===== config.mk =====
export PLATFORM = sky130hd
export DESIGN_NAME = rotate_imm_encoder
export DESIGN_NICKNAME = d
export VERILOG_FILES = /design/src/rtl/rotate_imm_encoder.sv
export SDC_FILE = /design/constraint.sdc
export NUM_CORES = 1
export LEC_CHECK = 0
export ABC_AREA = 1
export BUFFER_PORTS_ARGS = -buffer_cell sky130_fd_sc_hd__clkbuf_2
export CAP_MARGIN = 40
export CORE_ASPECT_RATIO = 0.6
export CORE_MARGIN = 2
export CORE_UTILIZATION = 59
export DETAILED_ROUTE_END_ITERATION = 8
export PLACE_DENSITY = 0.91
export RECOVER_POWER = 100
export SLEW_MARGIN = 20
export SYNTH_ARGS = -nofsm -noshare
export SYNTH_HDL_FRONTEND = slang
export SYNTH_SLANG_ARGS = --single-unit

===== constraint.sdc =====
create_clock -name clk -period 2.38 [get_ports clk]
set_input_delay 0 -clock clk [delete_from_list [all_inputs] [get_ports clk]]
set_output_delay 0 -clock clk [all_outputs]
set_load 0.02 [all_outputs]

===== src/rtl/rotate_imm_encoder.sv =====
// Iterative search for the {rot4, imm8} immediate encoding of a 32-bit constant.
// The work register is rotated left two bits per cycle until its value fits in the low byte.
module rotate_imm_encoder (
  input  logic        clk,
  input  logic        rst,
  input  logic        start,
  input  logic [31:0] value,
  output logic        busy,
  output logic        done,
  output logic        valid,
  output logic [11:0] shift_operand,
  output logic [1:0]  dbg_state
);

  typedef enum logic [1:0] {
    S_IDLE   = 2'd0,
    S_SEARCH = 2'd1,
    S_DONE   = 2'd2
  } state_t;

  state_t      state_q, state_d;
  logic [31:0] work_q, work_d;
  logic [3:0]  rot_q, rot_d;
  logic        valid_q, valid_d;
  logic [11:0] operand_q, operand_d;

  always_ff @(posedge clk or negedge rst) begin
    if (!rst) begin
      state_q   <= S_IDLE;
      work_q    <= 32'd0;
      rot_q     <= 4'd0;
      valid_q   <= 1'b0;
      operand_q <= 12'h000;
    end else begin
      state_q   <= state_d;
      work_q    <= work_d;
      rot_q     <= rot_d;
      valid_q   <= valid_d;
      operand_q <= operand_d;
    end
  end

  always_comb begin
    state_d   = state_q;
    work_d    = work_q;
    rot_d     = rot_q;
    valid_d   = valid_q;
    operand_d = operand_q;
    case (state_q)
      S_IDLE, S_DONE: begin
        if (start) begin
          state_d = S_SEARCH;
          work_d  = value;
          rot_d   = 4'd0;
        end else begin
          state_d = S_IDLE;
        end
      end
      S_SEARCH: begin
        // A fit is tested before the rot==15 give-up, so the last rotation can still match.
        if (work_q[31:8] == 24'd0) begin
          operand_d = {rot_q, work_q[7:0]};
          valid_d   = 1'b1;
          state_d   = S_DONE;
        end else if (rot_q == 4'd15) begin
          operand_d = 12'h000;
          valid_d   = 1'b0;
          state_d   = S_DONE;
        end else begin
          work_d = {work_q[29:0], work_q[31:30]};
          rot_d  = rot_q + 4'd1;
        end
      end
      default: state_d = S_IDLE;
    endcase
  end

  assign busy          = (state_q == S_SEARCH);
  assign done          = (state_q == S_DONE);
  assign valid         = valid_q;
  assign shift_operand = operand_q;
  assign dbg_state     = state_q;

endmodule


==> flow_metrics.env <==
export IMPL_status="complete, but fails checks"
export IMPL_violations="negative hold slack"
export IMPL_timing_slew_headroom=0.504
export IMPL_dieArea_sq_um=5220
export IMPL_final_seq_area_sq_um=1280
export IMPL_synth_top_cell_area_share=0.466
export IMPL_period_share=0.867
export IMPL_switchingPower_mw=1.76
export IMPL_worstSetupPathType="flip-flop to flip-flop"
export IMPL_syn_nets=393
export IMPL_start_util=0.607
export IMPL_dp_cells=455
export IMPL_synth_commonest_cells="nand2_1 (140), dfrtp_1 (51), nand3_1 (51), nand4_1 (36), nor2_1 (19)"
export IMPL_rows=19
export IMPL_grt_pass1_vias=2446
export IMPL_yosysMostFrequentCell="nand2_1"
export IMPL_r2r_start="dbg_state[0]$_DFFE_PN0P_"
export IMPL_pwr_density_cell_nw_per_um2=1270
export IMPL_n_antenna_cell=0
export IMPL_firstDrtPassIters=5
export IMPL_post_cts_resized=0
export IMPL_critPathCaptureType="flip-flop"
export IMPL_numPortBuffers=51
export IMPL_arrival_ps=2250
export IMPL_power_frac_seq=0.371
export IMPL_grt_setup_unrepaired="no"
export IMPL_multiInputGateArea_sq_um=1290
export IMPL_post_synth_instance_area_sq_um=2740
export IMPL_startpoint_type="flip-flop"
export IMPL_clockBufferDepth=2
export IMPL_die_w_um=92.0
export IMPL_hold_path_class="primary input to flip-flop"
export IMPL_hold_worst_slack_ps=-2.33
export IMPL_worst_pin_slew_ps=744
export IMPL_ys_seq_area_frac=0.466
export IMPL_cts_root_buf="clkbuf_8"
export IMPL_hpwl_mm=4.39
export IMPL_avgSynthCellArea_sq_um=7.68
export IMPL_fin_util=0.688
export IMPL_fmax_mhz=484
export IMPL_antenna_found_initial=0
export IMPL_grt_start_max_net_pins=38
export IMPL_grt_use_total=0.274
export IMPL_syn2layout_area_growth_pct=13.4
export IMPL_report_final_slew_viol_count=0
export IMPL_ys_warnings_count=0
export IMPL_finalCriticalPeriod_ps=2060
export IMPL_cts_tree="built"
export IMPL_path_cells="inv_1, nor2_8, nand2_1, clkbuf_2, nand3_1, o21ai_0"
export IMPL_path_max_fanout=25
export IMPL_htree_levels=2
export IMPL_slowest_delay_ps=420
export IMPL_r2r_slack_ps=320
export IMPL_io_pins=52
export IMPL_async_reset_ff_frac=1.00
export IMPL_crit_start="dbg_state[0]$_DFFE_PN0P_"
export IMPL_synth_area_leaders="dfrtp_1 (47%), nand2_1 (19%), nand3_1 (9.3%)"
export IMPL_fin_skew_ps=16.7
export IMPL_drc=0
export IMPL_synth_area_leader_cell="dfrtp_1"
export IMPL_grt_pass1_wl_mm=11.4
export IMPL_peakVddDrop_uv=838
export IMPL_clkTransAtPathRegs_ps=110
export IMPL_power_leakage_nw=1.65
export IMPL_die_y_um=56.8
export IMPL_worstHoldStart="value[15]"
export IMPL_setup_violations_final=0
export IMPL_crit_required_ps=2560
export IMPL_wl_per_cell_um=14.4
export IMPL_synth_edf_count=0
export IMPL_stdcell_count=464
export IMPL_cap_violations=0
export IMPL_power_internal_mw=2.19
export IMPL_syn_inst=357
export IMPL_cpMaxStageDelayCell="dfrtp_1"
export IMPL_fin_setup_tns_ps=0
export IMPL_coreArea_sq_um=4520
export IMPL_sw_frac_of_total=0.446
export IMPL_cts_buffers=5
export IMPL_antenna_left=0
export IMPL_clkLatencyLatePin_ps=320
export IMPL_globalplace_congestion=0.833
export IMPL_drive_gt1_frac=0.145
export IMPL_clock_power_share=0.157
export IMPL_nFillCells=382
export IMPL_detail_route_iter0_violations=236
export IMPL_synth_cell_types=19
export IMPL_num_vias=2675
export IMPL_clock_sinks=51
export IMPL_hold_viol_final=1
export IMPL_viasPerCell=5.77
export IMPL_synth_main_ff_cell="dfrtp_1"
export IMPL_routed_wl_mm=6.68
export IMPL_synth_seq_cells=51
export IMPL_grt_overflow_total=0
export IMPL_fin_nets=436
export IMPL_combinationalPowerShare=0.472
[layout make-up]
type	count	area share
Tap cell	63	0.0254
Multi-Input combinational cell	270	0.414
Clock inverter	3	0.0141
Sequential cell	51	0.411
Timing Repair Buffer	61	0.100
Clock buffer	5	0.0221
Inverter	11	0.0133
[critical path, delay by kind of cell (launching register included)]
family / cells / cell delay [ps]
simple gates: 3 / 860
buf+inv: 2 / 540
flops: 1 / 420
compound gates: 1 / 100
[per-stage QoR]
stage          setup WS, ps  cell area [sq um]  total power [mW]
2_1_floorplan           982               2740              2.94
3_3_place_gp            504               3000              3.21
3_5_place_dp            434               3020              3.32
4_1_cts                 411               3140              3.95
5_1_grt                 133               3110              4.31
6_report                316               3110              3.94
[path summary, 6_finish.rpt]
kind                                                 endpoint  cells past startpoint
worst max-delay path            shift_operand[11]$_DFFE_PN0P_                      6
worst min-delay path                   work_q[15]$_DFFE_PN0P_                      5
worst max register to register  shift_operand[11]$_DFFE_PN0P_                      6
worst min register to register   shift_operand[2]$_DFFE_PN0P_                      2
max in group asynchronous              work_q[27]$_DFFE_PN0P_                      4
min in group asynchronous              work_q[10]$_DFFE_PN0P_                      2
[cells in the final DEF (no fill, tap or decap), drive strengths merged]
cell type / synthesis / layout
clkbuf: 7 / 60
bufinv: 0 / 1
o21ai: 14 / 14
nand2: 140 / 140
inv: 11 / 11
dlygate4sd3: 0 / 1
clkinv: 0 / 2
nand3: 53 / 53
dfrtp: 51 / 51
buf: 18 / 5
nand4: 37 / 37
ha: 1 / 1
a21oi: 1 / 1
nor2: 23 / 23
xor2: 1 / 1
[flip-flops by register name (all words and copies together), names as in the netlist]
| name | flops |
|---|---|
| work_q | 32 |
| rot_q | 4 |
| shift_operand | 12 |
| valid | 1 |
| dbg_state | 2 |
[power groups by stage]
stage / sequential, mW / combinational [mW] / clock, mW
after detailed placement: 1.47 / 1.85 / 0
after global placement: 1.46 / 1.75 / 0
after floorplan: 1.43 / 1.50 / 0
final: 1.46 / 1.86 / 0.619
after CTS: 1.46 / 1.87 / 0.614
after global routing: 1.51 / 2.13 / 0.670
[kinds of logic (layout without fill, tap and decap cells)]
kind of cell               after synthesis  count (layout)  share of synthesized area
adders and majority gates                1               1                    0.00457
AOI/OAI and AO/OA                       15              15                     0.0288
buffers and inverters                   36              80                     0.0644
xor gates and xnor gates                 1               1                    0.00320
DFF                                     51              51                      0.466
and+or+nand+nor                        253             253                      0.433
[per-layer routing]
| layer | global-route usage | vias to the layer above | wire length [um] |
|---|---|---|---|
| met5 | 0 | - | 0 |
| met2 | 0.417 | 94 | 3100 |
| li1 | - | 1283 | - |
| met4 | 0.0469 | 0 | 37 |
| met3 | 0.0738 | 4 | 491 |
| met1 | 0.404 | 1294 | 3050 |
[repair_timing]
action | 4_1_cts | 5_1_grt
setup buffers | 0 | 0
hold buffers | 1 | 0
hold endpoints to repair | 43 | 0
No activity file was read; power rests on OpenSTA's default activity.
